`config.mk`:
```
export PLATFORM = sky130hd
export DESIGN_NAME = id_issue_stage
export DESIGN_NICKNAME = d
export VERILOG_FILES = /design/src/rtl/riscp_pkg.sv /design/src/rtl/scoreboard16.sv /design/src/rtl/id_issue_stage.sv
export SDC_FILE = /design/constraint.sdc
export NUM_CORES = 1
export LEC_CHECK = 0
export CORE_UTILIZATION = 45
export CTS_CLUSTER_SIZE = 24
export DETAILED_ROUTE_END_ITERATION = 10
export GPL_ROUTABILITY_DRIVEN = 0
export PLACE_DENSITY = 0.88
export SYNTH_ARGS = -nofsm -noshare
export SYNTH_HDL_FRONTEND = slang
export SYNTH_SLANG_ARGS = --single-unit
export TNS_END_PERCENT = 50
```
`constraint.sdc`:
```
create_clock -name clk -period 3.8 [get_ports clk]
set_clock_uncertainty 0.2 [all_clocks]
set_input_delay 0.76 -clock clk [delete_from_list [all_inputs] [get_ports clk]]
set_output_delay 0.76 -clock clk [all_outputs]
set_load 0.01 [all_outputs]
```
`src/rtl/riscp_pkg.sv`:
```
// Shared definitions for the decode/issue slice: sizes, opcodes, instruction layout
// and small decode helpers.
package riscp_pkg;

    localparam int NREGS = 16;
    localparam int AW    = 4;
    localparam int DW    = 32;
    localparam int IW    = 32;

    localparam logic [3:0] OP_ADD   = 4'h0;
    localparam logic [3:0] OP_SUB   = 4'h1;
    localparam logic [3:0] OP_AND   = 4'h2;
    localparam logic [3:0] OP_OR    = 4'h3;
    localparam logic [3:0] OP_XOR   = 4'h4;
    localparam logic [3:0] OP_ADDI  = 4'h5;
    localparam logic [3:0] OP_LOAD  = 4'hB;
    localparam logic [3:0] OP_STORE = 4'hC;
    localparam logic [3:0] OP_BEQ   = 4'hD;
    localparam logic [3:0] OP_NOP   = 4'hF;

    // Field order mirrors the encoding: [31:28] opcode, [27:24] rd, [23:20] rs1,
    // [19:16] rs2, [15:0] imm.
    typedef struct packed {
        logic [3:0]    opcode;
        logic [AW-1:0] rd;
        logic [AW-1:0] rs1;
        logic [AW-1:0] rs2;
        logic [15:0]   imm;
    } instr_t;

    function automatic logic writes_rd(input instr_t i);
        return !(i.opcode inside {OP_STORE, OP_BEQ, OP_NOP}) && (i.rd != '0);
    endfunction

    function automatic logic [DW-1:0] sext_imm(input logic [15:0] imm);
        return {{(DW-16){imm[15]}}, imm};
    endfunction

endpackage

```
`src/rtl/scoreboard16.sv`:
```
// Pending-write scoreboard: one bit per register, set on issue, cleared by
// writeback or by a flush of the ID/EX instruction; r0 is never pending.
module scoreboard16
    import riscp_pkg::*;
(
    input  logic          clk,
    input  logic          rst_n,
    input  logic          set_en,
    input  logic [AW-1:0] set_idx,
    input  logic          clr_en,
    input  logic [AW-1:0] clr_idx,
    input  logic          fclr_en,
    input  logic [AW-1:0] fclr_idx,
    input  logic [AW-1:0] look1,
    input  logic [AW-1:0] look2,
    input  logic [AW-1:0] look3,
    output logic          hit1,
    output logic          hit2,
    output logic          hit3
);

    logic [NREGS-1:0] pending;
    logic [NREGS-1:0] pend_next;

    always_comb begin
        // NOTE: start from a full default so every path assigns pend_next and no latch is inferred.
        pend_next = pending;
        if (clr_en)  pend_next[clr_idx]  = 1'b0;
        if (fclr_en) pend_next[fclr_idx] = 1'b0;
        // Applied last so a set beats a clear of the same register.
        if (set_en)  pend_next[set_idx]  = 1'b1;
        pend_next[0] = 1'b0;
    end

    always_ff @(posedge clk) begin
        // NOTE: the vector is plain flops, not a RAM, so it is reset explicitly to avoid stale hazards.
        if (!rst_n) pending <= '0;
        // NOTE: non-blocking so every flop samples pre-edge values regardless of block order.
        else        pending <= pend_next;
    end

    assign hit1 = pending[look1];
    assign hit2 = pending[look2];
    assign hit3 = pending[look3];

endmodule

```
`src/rtl/id_issue_stage.sv`:
```
// Decode/issue stage: holds one instruction in D, reads the register file, checks
// the pending-write scoreboard and moves the instruction into the ID/EX register.
module id_issue_stage
    import riscp_pkg::*;
(
    input  logic          clk,
    input  logic          rst_n,
    input  logic          in_valid,
    input  logic [IW-1:0] in_instr,
    output logic          in_ready,
    output logic [AW-1:0] read_reg1,
    output logic [AW-1:0] read_reg2,
    input  logic [DW-1:0] read_data1,
    input  logic [DW-1:0] read_data2,
    input  logic          wb_valid,
    input  logic [AW-1:0] wb_rd,
    input  logic          flush,
    output logic          out_valid,
    input  logic          out_ready,
    output logic [3:0]    out_opcode,
    output logic [AW-1:0] out_rd,
    output logic          out_wr,
    output logic [DW-1:0] out_op1,
    output logic [DW-1:0] out_op2,
    output logic [DW-1:0] out_imm
);

    instr_t        d_instr;
    logic          d_valid;
    logic          d_nop;
    logic          d_wr;
    logic [AW-1:0] src1;
    logic [AW-1:0] src2;
    logic [AW-1:0] dst;
    logic          hit1;
    logic          hit2;
    logic          hit3;
    logic          hazard;
    logic          adv;

    // A NOP names no sources and a non-writer no destination; both map to r0, which never hits.
    assign d_nop  = (d_instr.opcode == OP_NOP);
    assign d_wr   = writes_rd(d_instr);
    assign src1   = d_nop ? '0 : d_instr.rs1;
    assign src2   = d_nop ? '0 : d_instr.rs2;
    assign dst    = d_wr  ? d_instr.rd : '0;

    assign hazard   = d_valid && (hit1 || hit2 || hit3);
    assign adv      = d_valid && !hazard && (!out_valid || out_ready) && !flush;
    assign in_ready = (!d_valid || adv) && !flush;

    assign read_reg1 = src1;
    assign read_reg2 = src2;

    scoreboard16 u_sb (
        .clk      (clk),
        .rst_n    (rst_n),
        .set_en   (adv && d_wr),
        .set_idx  (d_instr.rd),
        .clr_en   (wb_valid && (wb_rd != '0)),
        .clr_idx  (wb_rd),
        .fclr_en  (flush && out_valid && out_wr),
        .fclr_idx (out_rd),
        .look1    (src1),
        .look2    (src2),
        .look3    (dst),
        .hit1     (hit1),
        .hit2     (hit2),
        .hit3     (hit3)
    );

    always_ff @(posedge clk) begin
        if (!rst_n) begin
            d_valid <= 1'b0;
            d_instr <= '0;
        end else if (flush) begin
            d_valid <= 1'b0;
        end else if (in_valid && in_ready) begin
            d_valid <= 1'b1;
            d_instr <= instr_t'(in_instr);
        end else if (adv) begin
            d_valid <= 1'b0;
        end
    end

    always_ff @(posedge clk) begin
        if (!rst_n) begin
            out_valid  <= 1'b0;
            out_opcode <= '0;
            out_rd     <= '0;
            out_wr     <= 1'b0;
            out_op1    <= '0;
            out_op2    <= '0;
            out_imm    <= '0;
        end else if (flush) begin
            out_valid  <= 1'b0;
        end else if (adv) begin
            out_valid  <= 1'b1;
            out_opcode <= d_instr.opcode;
            out_rd     <= d_instr.rd;
            out_wr     <= d_wr;
            out_op1    <= read_data1;
            out_op2    <= read_data2;
            out_imm    <= sext_imm(d_instr.imm);
        end else if (out_ready) begin
            out_valid  <= 1'b0;
        end
    end

endmodule

```
; ---- After elaboration in Yosys (flattened, before gate mapping)
; Index checks and enable logic that the tools add are counted.
[totals]
ram_bits = 0
mem_bits_ro = 0
latchBits = 0
input_bits = 106
memories = 0
output_inout_bits = 115
elab_cells = 87
regBits = 139
[classes]
n_mux = 22
bitwise_logic = 7
eq_ne = 3
reduce_logical = 31
n_lt_le_gt_ge = 9
addsub = 0
n_div = 0
multipliers = 0
shifts = 0
[op_table]
columns = op, n
row1 = $mux 16, 3
row2 = $and 16x16->16, 2
row3 = $not 16->16, 2
row4 = $lt 4x5->1 const B, 6
row5 = $or 16x16->16, 1
row6 = $logic_and 1x1->1, 14
row7 = $bmux 1 s4, 3
row8 = $demux 1 s4, 3
row9 = $eq 4x4->1 const B, 3
row10 = $ge 4x1->1 const B, 3
row11 = $mux 4, 3
row12 = $mux 1, 10
row13 = $reduce_bool 4->1, 2
row14 = $logic_not 1->1, 5
row15 = $logic_or 1x1->1, 4
row16 = $reduce_and 2->1, 2
row17 = $reduce_bool 2->1, 2
row18 = $reduce_bool 3->1, 1
row19 = $not 1->1, 2
row20 = $reduce_or 2->1, 1

; ---- Logic depth before layout (Yosys ltp)
; Gate-level depths: netlist of the first run.
[logic_depth]
depth_word = 17
depth_mapped = 10
mapped_depth_nobuf = 7

; ---- Hierarchy
; A second synthesis of the first run with hierarchy kept.
[hier_totals]
cells_unflattened = 709
hier_area_um2 = 6108.4
[by_module_without_submodules]
columns = module, area_each_um2, seq_area_each_um2, cells_per_inst, instances
row1 = id_issue_stage, 4890.9, 2462.4, 577, 1
row2 = scoreboard16, 1217.4, 300.3, 132, 1

; ---- Worst setup path after synthesis of the first run
; No wires, ideal clock.
[synth_path]
path_kind = reg-to-output
start = register d_instr[16] (netlist name)
end = output in_ready
n_path_buf = 3
arrival_ps = 2147
stages_incl_launch_ff = 10
setup_slack_ps = 693
t_required_ps = 2840
path_cell_list = dfxtp_1 -> clkbuf_1 -> mux4_2 -> nand2b_1 -> a31oi_1 -> o41a_2 -> nand4_4 -> buf_6 -> buf_6 -> a21oi_1
[synth_between]
elab_chain_len = 12
[synth_lines]
columns = element, line
row1 = start: declaration, id_issue_stage.sv:28  ; instr_t d_instr;
row2 = start signal: assignment, id_issue_stage.sv:80  ; d_instr <= instr_t'(in_instr);
row3 = $mux 4, id_issue_stage.sv:45  ; assign src2 = d_nop ? '0 : d_instr.rs2;
row4 = $bmux 1 s4, scoreboard16.sv:43  ; assign hit2 = pending[look2];
row5 = $mux 1 (not written as such), scoreboard16.sv:43
row6 = $logic_or 1x1->1 (2 in a row), id_issue_stage.sv:48  ; assign hazard = d_valid && (hit1 || hit2 || hit3);
row7 = $logic_and 1x1->1, id_issue_stage.sv:48
row8 = $logic_not 1->1, id_issue_stage.sv:49  ; assign adv = d_valid && !hazard && (!out_valid || out_ready) && !flush;
row9 = $logic_and 1x1->1 (3 in a row), id_issue_stage.sv:49
row10 = $logic_or 1x1->1, id_issue_stage.sv:50  ; assign in_ready = (!d_valid || adv) && !flush;
row11 = $logic_and 1x1->1, id_issue_stage.sv:50
row12 = end: declaration, id_issue_stage.sv:10  ; output logic in_ready,
; Every way passes these cells. The select of a mux whose other input is x is not followed.

; ---- Worst setup path after layout of the first run
[layout_path]
start = input out_ready
end = output in_ready
[layout_between]
elab_chain_len = 5
[layout_lines]
columns = element, line
row1 = start: declaration, id_issue_stage.sv:19  ; input logic out_ready,
row2 = $logic_or 1x1->1, id_issue_stage.sv:49
row3 = $logic_and 1x1->1 (2 in a row), id_issue_stage.sv:49
row4 = $logic_or 1x1->1, id_issue_stage.sv:50
row5 = $logic_and 1x1->1, id_issue_stage.sv:50
; Every way passes these cells.

==> impl_metrics.csv, run 1 <==
group,metric,value,unit
logic_synthesis,muxShareOfSynthArea,22.8,%
global_route,grt_usage,22.1,%
logic_synthesis,synth_simple_gate_area_share,19.9,%
power_and_ir_drop,internal_power,0.00287,W
routing,drt_iter0_markers,377,
power_and_ir_drop,p_per_area,406,nW/um2
clock_tree,cts_tree,"yes",
critical_path,critPathCaptureType,"output port",
place,portBuffers,220,
logic_synthesis,async_reset_ff_share,0,%
routing,drc,0,
critical_path,r2r_setup_slack,0.82,ns
floorplanning,rows,42,
logic_synthesis,ys.flop_type,"dfxtp_1",
cells_and_area,drive_gt1_share,7.40,%
worst_hold_path,hold_end,"d_instr[0]",
routing,vias,5183,
clock_tree,clockBufferDepth,2,
critical_path,crit_slowest_cell,"clkdlybuf4s50_1",
clock_tree,cts_inserted_buffers,17,
logic_synthesis,synth_compound_area_share,6.72,%
power_and_ir_drop,total_leakage_power,3.76,nW
power_and_ir_drop,sequentialPowerShare,41.4,%
global_route,grt_pass1_vias,5045,
logic_synthesis,ys_types,41,
timing,slew_viol_final,0,
logic_synthesis,synth_warnings,0,
logic_synthesis,syn_nets,729,
global_route,grt_max_degree,102,
critical_path,rr_worst_depth,9,
global_route,grt_use_met1,25.4,%
critical_path,critPathArrivalTime,2.30,ns
critical_path,r2r-end,"d_instr[21]",
timing,setup_viol,0,
place,dpl.hpwl,10700,um
timing,whs,0.253,ns
routing,routedWlPerCell,15.5,um
power_and_ir_drop,swShare,21.5,%
routing,drt-total-wl,15500,um
critical_path,worst_ep_required_time,2.84,ns
power_and_ir_drop,combPwrFrac,9.8,%
critical_path,cp_max_fo,2,
timing,setup_tns,0,ns
clock_tree,cts.reportedPaths.clkPinSlew,0.06,ns
worst_hold_path,min_path_cells,2,
floorplanning,core-area,13300,um2
critical_path,critPathMaxStageDelay,0.46,ns
logic_synthesis,synthXorXnorAreaFrac,0,%
routing,detail-route-antenna-nets,0,
power_and_ir_drop,clkPwrFrac,48.7,%
timing,max_freq,306,MHz
timing,tightest_slew,0.728,ns
timing,relSlewSlack,51.5,%
logic_synthesis,avgSynthCellArea,9.93,um2
global_route,grt_pass1_wl,24900,um
logic_synthesis,ys_seq_elements,138,
critical_path,critPathLaunch,"out_ready",
clock_tree,holdBufCountCts,0,
timing,hold_violations,0,
global_route,grtUsageMet3,7.81,%
floorplanning,initial_utilization,46.3,%
logic_synthesis,syn_inst,623,
logic_synthesis,synth_edf_count,0,
power_and_ir_drop,p_sw,0.000786,W
global_route,top_usage_layer,"met2",
global_route,gr-total-overflow,0,
logic_synthesis,synth_top_family_by_area,"multiplexers",
critical_path,start_kind,"input pin",
cells_and_area,diodes,0,
critical_path,crit_type,"input pin to output port",
status,outcome,"finished clean",
critical_path,r2r_start,"d_instr[20]",
clock_tree,clkSinkCount,138,
logic_synthesis,ys_seq_area_share,44.7,%
timing,rsz0062_at_grt,"no",
cells_and_area,area_delta_synth_final,45.6,%
timing,final_min_period_over_clock_period,85.9,%
clock_tree,clock_tree.root_cell,"clkbuf_16",
floorplanning,dieHeight,119,um
cells_and_area,nNetsFinal,917,
routing,drt_first_pass_iters,5,
clock_tree,htree_levels,4,
worst_hold_path,min_from,"d_instr[0]",
flow_run,cap_violations,0,
global_route,grt_antenna_before_repair,0,
floorplanning,die_area,14200,um2
timing,fin_crit,3.26,ns
floorplanning,fp.dieW,119,um
logic_synthesis,synthesis.area,6180,um2
worst_hold_path,min_path_type,"flip-flop to flip-flop",
clock_tree,worstSkewPairLatency,0.41,ns
power_and_ir_drop,peakVddDrop,0.000325,V
global_route,met2_usage,36.3,%
logic_synthesis,synth_fa_ha_area_share,0,%
floorplanning,ioPinCount,221,
critical_path,crit_chain,"clkdlybuf4s50_1 > nand2b_1 > nand3b_1 > a31oi_1 > o41a_2 > nand4_4 > a21oi_1 > dlymetal6s2s_1",
routing,drt-vias-per-instance,5.18,
[cells in the final DEF, fill, tap and decap left out, types with 2 or more instances in the layout]
cell | Yosys | layout
mux2_2 | 3 | 3
o211ai_1 | 2 | 2
dfxtp_1 | 138 | 134
nor2b_1 | 96 | 96
clkdlybuf4s50_1 | 0 | 218
nand2b_1 | 9 | 9
nand2_1 | 86 | 86
o41ai_1 | 7 | 7
o21ai_1 | 8 | 8
and2_1 | 6 | 6
nor2_1 | 11 | 11
nand3b_1 | 3 | 3
inv_1 | 5 | 5
buf_12 | 0 | 2
bufinv_16 | 0 | 4
o2111ai_1 | 15 | 15
dfxtp_4 | 0 | 2
nor3b_1 | 2 | 2
or2_2 | 5 | 5
nand3_1 | 8 | 8
dfxtp_2 | 0 | 2
o21ai_0 | 2 | 2
clkinv_2 | 0 | 2
mux2_1 | 2 | 2
clkbuf_16 | 0 | 17
a31oi_1 | 2 | 2
a221oi_1 | 2 | 2
mux4_2 | 6 | 6
and3_1 | 2 | 2
a21oi_1 | 8 | 7
buf_4 | 27 | 6
or3_1 | 2 | 2
o31ai_1 | 2 | 2
clkinv_4 | 0 | 3
clkbuf_8 | 0 | 4
mux2i_1 | 122 | 122
[how the worst max path moves through the flow]
stage	slack, ns	to	cells past startpoint
final	0.54	in_ready	8
after global placement	0.22	in_ready	8
after floorplan	0.69	in_ready	9
after detailed placement	0.19	in_ready	8
after global routing	0.36	in_ready	8
after CTS	0.003	in_ready	7
[cell families after synthesis]
logic type	count (synthesis)
AND/OR/NAND/NOR	233
multiplexers	133
AO/OA/AOI/OAI	56
flip-flops	138
buffers and inverters	63
[critical path: cells and delay by family]
family / cells / cell delay [ns]
buf+inv: 2 / 0.63
compound gates: 3 / 0.54
simple gates: 3 / 0.36
[metrics by stage]
| step | utilization (%) | worst slack (ns) | total power, W | instances | area (um2) |
|---|---|---|---|---|---|
| 2_1_floorplan | - | 0.693 | 0.00172 | 623 | 6180 |
| 3_3_place_gp | 62.5 | 0.215 | 0.00190 | 968 | 8340 |
| 3_5_place_dp | 62.5 | 0.189 | 0.00190 | 968 | 8340 |
| 4_1_cts | 67.4 | 0.00322 | 0.00369 | 1000 | 8990 |
| 5_1_grt | 67.5 | 0.356 | 0.00379 | 1000 | 9010 |
| 6_report | 67.5 | 0.536 | 0.00366 | 1000 | 9010 |
[layer usage]
layer | vias to the layer above | wire length [um]
met4 | 0 | 426
met3 | 36 | 1380
li1 | 2514 | -
met1 | 2396 | 6190
met2 | 237 | 7500
met5 | - | 0
[synth_stat cells (8+ instances only)]
master     number  area, um2
clkbuf_1       24       90.1
o2111ai_1      15        131
a21oi_1         8       40.0
dfxtp_1       138       2760
nand2_1        86        323
o21ai_1         8       40.0
buf_4          27        203
nand3_1         8       40.0
nand2b_1        9       56.3
nor2b_1        96        601
nor2_1         11       41.3
mux2i_1       122       1220
[what timing repair did]
action,in CTS,in global routing
setup buffers,0,0
setup endpoints to repair,0,1
resized for setup,0,8
[power groups by stage]
stage	Sequential (W)	Combinational, W	Clock (W)
5_1_grt	0.00152	0.000387	0.00188
4_1_cts	0.00152	0.000360	0.00181
3_3_place_gp	0.00154	0.000355	0
2_1_floorplan	0.00154	0.000174	0
3_5_place_dp	0.00155	0.000358	0
6_report	0.00152	0.000359	0.00178
[cell type report]
cell class / count / area (um2)
clock inverter: 10 / 164
clock buffer: 22 / 484
sequential: 138 / 2770
multi-input combinational: 422 / 3070
tap: 176 / 220
fill: 1049 / 4340
timing repair buffer: 227 / 2280
inverter: 5 / 18.8
[sequential cells by signal, summed over array words and instances (netlist names)]
name / count
out_rd: 4
u_sb.pending: 15
d_valid: 1
d_instr: 32
out_imm: 16
out_op2: 32
out_valid: 1
out_op1: 32
out_opcode: 4
out_wr: 1
No activity file was read; power rests on OpenSTA's default activity.
==> run 2: changes to the inputs <==
--- a/config.mk
+++ b/config.mk
@@ -5,12 +5,14 @@
 export SDC_FILE = /design/constraint.sdc
 export NUM_CORES = 1
 export LEC_CHECK = 0
-export CORE_UTILIZATION = 45
+export CAP_MARGIN = 20
+export CORE_UTILIZATION = 41
 export CTS_CLUSTER_SIZE = 24
 export DETAILED_ROUTE_END_ITERATION = 10
 export GPL_ROUTABILITY_DRIVEN = 0
-export PLACE_DENSITY = 0.88
+export PLACE_DENSITY = 0.85
 export SYNTH_ARGS = -nofsm -noshare
 export SYNTH_HDL_FRONTEND = slang
+export SYNTH_HIERARCHICAL = 1
 export SYNTH_SLANG_ARGS = --single-unit
 export TNS_END_PERCENT = 50
==> constraint.sdc (replaced) <==
create_clock -name clk -period 2.8 [get_ports clk]
set_clock_uncertainty 0.2 [all_clocks]
set_input_delay 0.56 -clock clk [delete_from_list [all_inputs] [get_ports clk]]
set_output_delay 0.56 -clock clk [all_outputs]
set_load 0.01 [all_outputs]
==> run 2 against run 1 <==
  * The flow now finishes with violations (negative setup slack)
  * Power is 34% higher
  * Worst setup slack worse by 0.91 ns
  * Utilization is 3.4 points higher
  * Via count is 18% higher
  * Non-clock buffer count is 70 higher
  * Count of clock-buffer cells in the layout stayed put
  * Critical path depth is 2 higher
  * Die area is 8.3% higher
  * Design area is 14% higher
  * Synthesized cell count is 14% higher
  * Critical endpoint unchanged
  * Largest cell class unchanged
  * Largest power group unchanged
==> impl_metrics.csv, run 2 <==
group,metric,value,unit
status,outcome,"finished with violations",
status,violations,"negative setup slack",
global_route,grt_pass1_wl,27900,um
routing,drt-total-wl,20500,um
logic_synthesis,synth_top_area_cell,"dfxtp_1",
logic_synthesis,ys_seq_elements,138,
cells_and_area,drive_gt1_share,27.8,%
place,portBuffers,220,
logic_synthesis,ys_seq_area_share,45.2,%
critical_path,crit_slowest_cell,"dfxtp_2",
floorplanning,fp.dieW,124,um
critical_path,critPathMaxStageDelay,0.35,ns
routing,wl_met2,10300,um
power_and_ir_drop,sequentialPowerShare,42.2,%
critical_path,critPathCaptureType,"output port",
global_route,grt_usage,23.9,%
logic_synthesis,synthesis.area,6110,um2
logic_synthesis,synth_top_area_share,45.2,%
power_and_ir_drop,p_per_area,477,nW/um2
critical_path,cp_max_fo,6,
critical_path,start_kind,"flip-flop",
global_route,grt_antenna_before_repair,1,
floorplanning,dieHeight,124,um
critical_path,crit_type,"flip-flop to output port",
power_and_ir_drop,p_sw,0.00121,W
floorplanning,core-area,14500,um2
power_and_ir_drop,total_leakage_power,3.65,nW
critical_path,crit_chain,"nand4_1 > buf_4 > and2_4 > mux2_4 > a31oi_4 > a31oi_2 > nor2_2 > nand3_2 > a21oi_2 > buf_2",
worst_hold_path,min_path_type,"flip-flop to flip-flop",
logic_synthesis,synth_warnings,6,
clock_tree,clkSinkCount,138,
timing,setup_tns,-26.01,ns
global_route,grt_max_degree,66,
flow_run,cap_violations,0,
floorplanning,ioPinCount,221,
clock_tree,clock_tree.root_cell,"clkbuf_16",
critical_path,critical_path.top_delay_family,"simple AND/OR/NAND/NOR gates",
logic_synthesis,synth_edf_count,0,
timing,setup_viol,129,
worst_hold_path,min_path_cells,2,
global_route,grt_pass1_vias,5639,
timing,rsz0062_at_grt,"yes",
cells_and_area,final_cell_mix,"clkdlybuf4s50_1 (217), nand2_1 (156), dfxtp_1 (134), a21boi_1 (59), a21boi_2 (42)",
logic_synthesis,async_reset_ff_share,0,%
cells_and_area,nNetsFinal,1068,
cells_and_area,layout_commonest_cell,"clkdlybuf4s50_1",
floorplanning,rows,44,
clock_tree,clockBufferDepth,2,
logic_synthesis,yosysMostFrequentCell,"nand2_1",
timing,slew_viol_final,0,
routing,vias,6091,
clock_tree,cts_tree,"yes",
floorplanning,initial_utilization,42.0,%
routing,drt-vias-per-instance,5.26,
clock_tree,cts.reportedPaths.clkPinSlew,0.06,ns
routing,drt_iter0_markers,303,
clock_tree,cts_inserted_buffers,17,
timing,max_freq,315,MHz
routing,wl_met3,1520,um
logic_synthesis,synth_commonest_cells,"nand2_1 (225), dfxtp_1 (138), a21boi_0 (83)",
timing,fin_crit,3.18,ns
clock_tree,worstSkewPairLatency,0.42,ns
routing,drt_first_pass_iters,5,
power_and_ir_drop,peakVddDrop,0.000374,V
power_and_ir_drop,internal_power,0.00370,W
routing,met1_length,8090,um
timing,hold_violations,0,
critical_path,crit_cells,10,
routing,detail-route-antenna-nets,0,
power_and_ir_drop,combPwrFrac,15.1,%
place,dpl.hpwl,11800,um
routing,drc,0,
logic_synthesis,syn_inst,709,
cells_and_area,diodes,0,
critical_path,worst_ep_required_time,2.04,ns
cells_and_area,area_delta_synth_final,68.7,%
logic_synthesis,avgSynthCellArea,8.62,um2
timing,relSlewSlack,66.1,%
cells_and_area,reg_top3,"d_instr (32), out_op1 (32), out_op2 (32)",
critical_path,critPathArrivalTime,2.42,ns
timing,fin_ws,-0.377,ns
logic_synthesis,ys_types,44,
timing,final_min_period_over_clock_period,113,%
clock_tree,htree_levels,4,
routing,routedWlPerCell,17.7,um
logic_synthesis,ys.flop_type,"dfxtp_1",
critical_path,critical_path_buf_inv_count,2,
floorplanning,die_area,15400,um2
global_route,gr-total-overflow,0,
critical_path,rr_worst_depth,16,
logic_synthesis,syn_nets,815,
logic_synthesis,yosys-top-cells-area,"dfxtp_1 (45%), nand2_1 (14%), a21boi_0 (10%), a21boi_2 (3.7%), nand3_1 (3.2%)",
power_and_ir_drop,swShare,24.7,%
timing,tightest_slew,0.504,ns
routing,highest_layer,"met5",
place,place_ws,-0.373,ns
power_and_ir_drop,clkPwrFrac,42.8,%
==> run 2: path summary, 6_finish.rpt <==
| check | startpoint | end | slack [ns] |
|---|---|---|---|
| worst max-delay path | d_instr[29] | in_ready | -0.38 |
| worst min-delay path | out_op2[16] | out_op2[16] | 0.25 |
| worst max register to register | d_instr[29] | out_op2[21] | -0.33 |
| worst min register to register | out_op2[16] | out_op2[16] | 0.25 |
==> run 2: cell families (layout without fill, tap and decap cells) <==
| logic type | Yosys count | after routing | synth area share, % |
|---|---|---|---|
| AO/OA/AOI/OAI | 169 | 169 | 21.1 |
| buffers and inverters | 67 | 333 | 6.31 |
| flip-flops | 138 | 138 | 45.2 |
| multiplexers | 15 | 15 | 3.93 |
| AND/OR/NAND/NOR | 320 | 320 | 23.4 |
==> run 2: power by group through the flow <==
stage	logic, W	clock network, W	registers (W)
2_1_floorplan	0.000253	0	0.00212
3_3_place_gp	0.000594	0	0.00210
3_5_place_dp	0.000602	0	0.00210
4_1_cts	0.000667	0.00213	0.00206
5_1_grt	0.000791	0.00222	0.00208
6_report	0.000740	0.00210	0.00207
==> run 2: metrics by stage <==
stage | util, % | instances | power, W | hold WS, ns | instance area [um2]
floorplan | - | 709 | 0.00237 | 0.235 | 6150
global placement | 59.2 | 1090 | 0.00270 | 0.247 | 8600
detailed placement | 59.2 | 1090 | 0.00271 | 0.255 | 8600
CTS | 66.2 | 1141 | 0.00486 | 0.263 | 9610
global route | 70.9 | 1159 | 0.00509 | 0.271 | 10300
finish | 70.9 | 1159 | 0.00491 | 0.254 | 10300
==> run 2: worst register-to-register path, stage by stage, from the launching register on <==
cell	delay (ns)
dfxtp_2	0.35
nand4_1	0.18
buf_4	0.21
and2_4	0.16
mux2_4	0.32
a31oi_4	0.19
a31oi_2	0.10
nor2_2	0.12
buf_4	0.12
buf_6	0.09
nand4_1	0.21
buf_4	0.22
buf_12	0.14
buf_6	0.13
buf_16	0.14
nand2_1	0.06
a21boi_0	0.08
==> run 2: repair_timing <==
item,CTS,global route
buffers inserted,8,16
hold buffers,0,0
pin swaps,32,102
resized for setup,67,206
cloned,11,5
endpoints found under the setup margin,136,140
==> run 2: per-layer routing <==
metal	global-route usage (%)	up-vias
met3	6.46	46
met2	39.1	248
met4	12.9	2
met5	0	-
met1	28.4	2868
li1	-	2927
==> run 2: layout make-up <==
cell class	instances	area, um2
Fill cell	1034	4230
Multi-Input combinational cell	504	3500
Timing Repair Buffer	297	3230
Sequential cell	138	2770
Clock buffer	22	494
Tap cell	184	230
Clock inverter	10	67.6
Inverter	4	15.0
==> run 3: changes to the inputs <==
--- a/config.mk
+++ b/config.mk
@@ -11,6 +11,7 @@
 export DETAILED_ROUTE_END_ITERATION = 10
 export GPL_ROUTABILITY_DRIVEN = 0
 export PLACE_DENSITY = 0.85
+export SETUP_SLACK_MARGIN = 0.02
 export SYNTH_ARGS = -nofsm -noshare
 export SYNTH_HDL_FRONTEND = slang
 export SYNTH_HIERARCHICAL = 1
==> run 3 against run 2 <==
  * The run still ends with negative setup slack left
  * Clock power barely moved
  * First-iteration DRC count did not move
  * Maximum frequency barely moved
  * Combinational power barely moved
  * Final cell count did not move
  * Largest cell class unchanged
  * Critical path depth did not move
  * Count of clock-buffer cells in the layout did not move
  * Critical endpoint unchanged
==> impl_metrics.csv, run 3 (synthesized netlist as in run 2, its figures left out) <==
group,metric,value,unit
status,outcome,"finished with violations",
status,violations,"negative setup slack",
worst_hold_path,min_from,"out_op2[16]",
global_route,grt_antenna_before_repair,1,
clock_tree,cts_inserted_buffers,17,
cells_and_area,diodes,0,
clock_tree,clock_tree.root_cell,"clkbuf_16",
critical_path,worst_ep_required_time,2.04,ns
global_route,grt_pass1_wl,27900,um
worst_hold_path,min_path_type,"flip-flop to flip-flop",
critical_path,critPathLaunch,"d_instr[29]",
global_route,grt_pass1_vias,5639,
floorplanning,rows,44,
clock_tree,cts_tree,"yes",
routing,drt_first_pass_iters,5,
clock_tree,worstSkewPairLatency,0.42,ns
floorplanning,initial_utilization,42.0,%
power_and_ir_drop,peakVddDrop,0.000374,V
routing,detail-route-antenna-nets,0,
routing,drc,0,
floorplanning,die_area,15400,um2
timing,max_freq,315,MHz
floorplanning,dieHeight,124,um
timing,slew_viol_final,0,
clock_tree,clkSinkCount,138,
place,dpl.hpwl,11800,um
critical_path,crit_type,"flip-flop to output port",
critical_path,cp_max_fo,6,
power_and_ir_drop,p_per_area,477,nW/um2
cells_and_area,reg_top3,"d_instr (32), out_op1 (32), out_op2 (32)",
clock_tree,clockBufferDepth,2,
floorplanning,core-area,14500,um2
floorplanning,ioPinCount,221,
critical_path,r2r_setup_slack,-0.33,ns
global_route,grt_max_degree,66,
global_route,gr-total-overflow,0,
timing,relSlewSlack,66.1,%
timing,fin_crit,3.18,ns
cells_and_area,post-route-util,70.9,%
power_and_ir_drop,total_leakage_power,3.66,nW
timing,tightest_slew,0.504,ns
timing,fin_ws,-0.377,ns
timing,final_min_period_over_clock_period,113,%
cells_and_area,layout_commonest_cell,"clkdlybuf4s50_1",
timing,hold_violations,0,
cells_and_area,nNetsFinal,1068,
clock_tree,cts.reportedPaths.clkPinSlew,0.06,ns
place,place_ws,-0.373,ns
routing,drt-vias-per-instance,5.26,
routing,drt-total-wl,20500,um
global_route,grt_usage,23.9,%
critical_path,critPathCaptureType,"output port",
routing,routedWlPerCell,17.7,um
routing,drt_iter0_markers,303,
timing,setup_viol,129,
cells_and_area,final_cell_mix,"clkdlybuf4s50_1 (216), nand2_1 (156), dfxtp_1 (134), a21boi_1 (59), a21boi_2 (42)",
routing,vias,6095,
critical_path,critPathArrivalTime,2.42,ns
floorplanning,fp.dieW,124,um
clock_tree,htree_levels,4,
critical_path,start_kind,"flip-flop",
cells_and_area,area_delta_synth_final,68.7,%
place,portBuffers,220,
timing,rsz0062_at_grt,"yes",
cells_and_area,drive_gt1_share,27.9,%
flow_run,cap_violations,0,
critical_path,r2r_start,"d_instr[29]",
## run 3: cell types whose count changed in the layout (fill, tap and decap cells not counted)
cell	change
buf_4	+1
clkdlybuf4s50_1	-1
## run 3: metal layers
metal  global-route usage, %  vias up  part of all wire [%]
met4                    12.9        2                   2.9
met5                       0        -                 0.078
met2                    39.1      250                    50
li1                        -     2927                     -
met3                    6.46       46                   7.4
met1                    28.4     2870                    39
## run 3: power breakdown
group	switching (W)	leakage, nW	total (W)	internal [W]
Sequential	0.0000436	1.12	0.00207	0.00203
Clock	0.000857	0.270	0.00210	0.00125
Combinational	0.000314	2.27	0.000740	0.000426
Total	0.00121	3.66	0.00491	0.00370
## run 3: final cells by class
class | count | area (um2)
Clock inverter | 10 | 67.6
Fill cell | 1035 | 4230
Timing Repair Buffer | 297 | 3230
Sequential cell | 138 | 2770
Clock buffer | 22 | 494
Tap cell | 184 | 230
Multi-Input combinational cell | 504 | 3500
Inverter | 4 | 15.0
## run 3: worst paths after layout
kind	cells after the start	end
max	10	in_ready
min	2	out_op2[16]
max reg2reg	16	out_op2[21]
min reg2reg	2	out_op2[16]
## run 3: worst max-delay path, stage by stage, from the launching register on
cell	delay, ns
dfxtp_2	0.35
nand4_1	0.18
buf_4	0.21
and2_4	0.16
mux2_4	0.32
a31oi_4	0.19
a31oi_2	0.10
nor2_2	0.12
nand3_2	0.10
a21oi_2	0.14
buf_2	0.13
## run 3: timing repair
item,4_1_cts,5_1_grt
pin swaps,32,102
cloned,11,5
hold buffers,0,0
gates resized for setup,67,207
endpoints found under the setup margin,139,141
setup buffers,8,16
## run 3: metrics by stage
stage	std cells	total power [W]	area [um2]	hold WS, ns	setup TNS, ns
floorplan	709	0.00237	6150	0.235	0
global placement	1090	0.00270	8600	0.247	-3.75
detailed placement	1090	0.00271	8600	0.255	-11.03
CTS	1141	0.00486	9610	0.263	-25.45
global route	1159	0.00509	10300	0.271	-42.27
finish	1159	0.00491	10300	0.254	-26.01
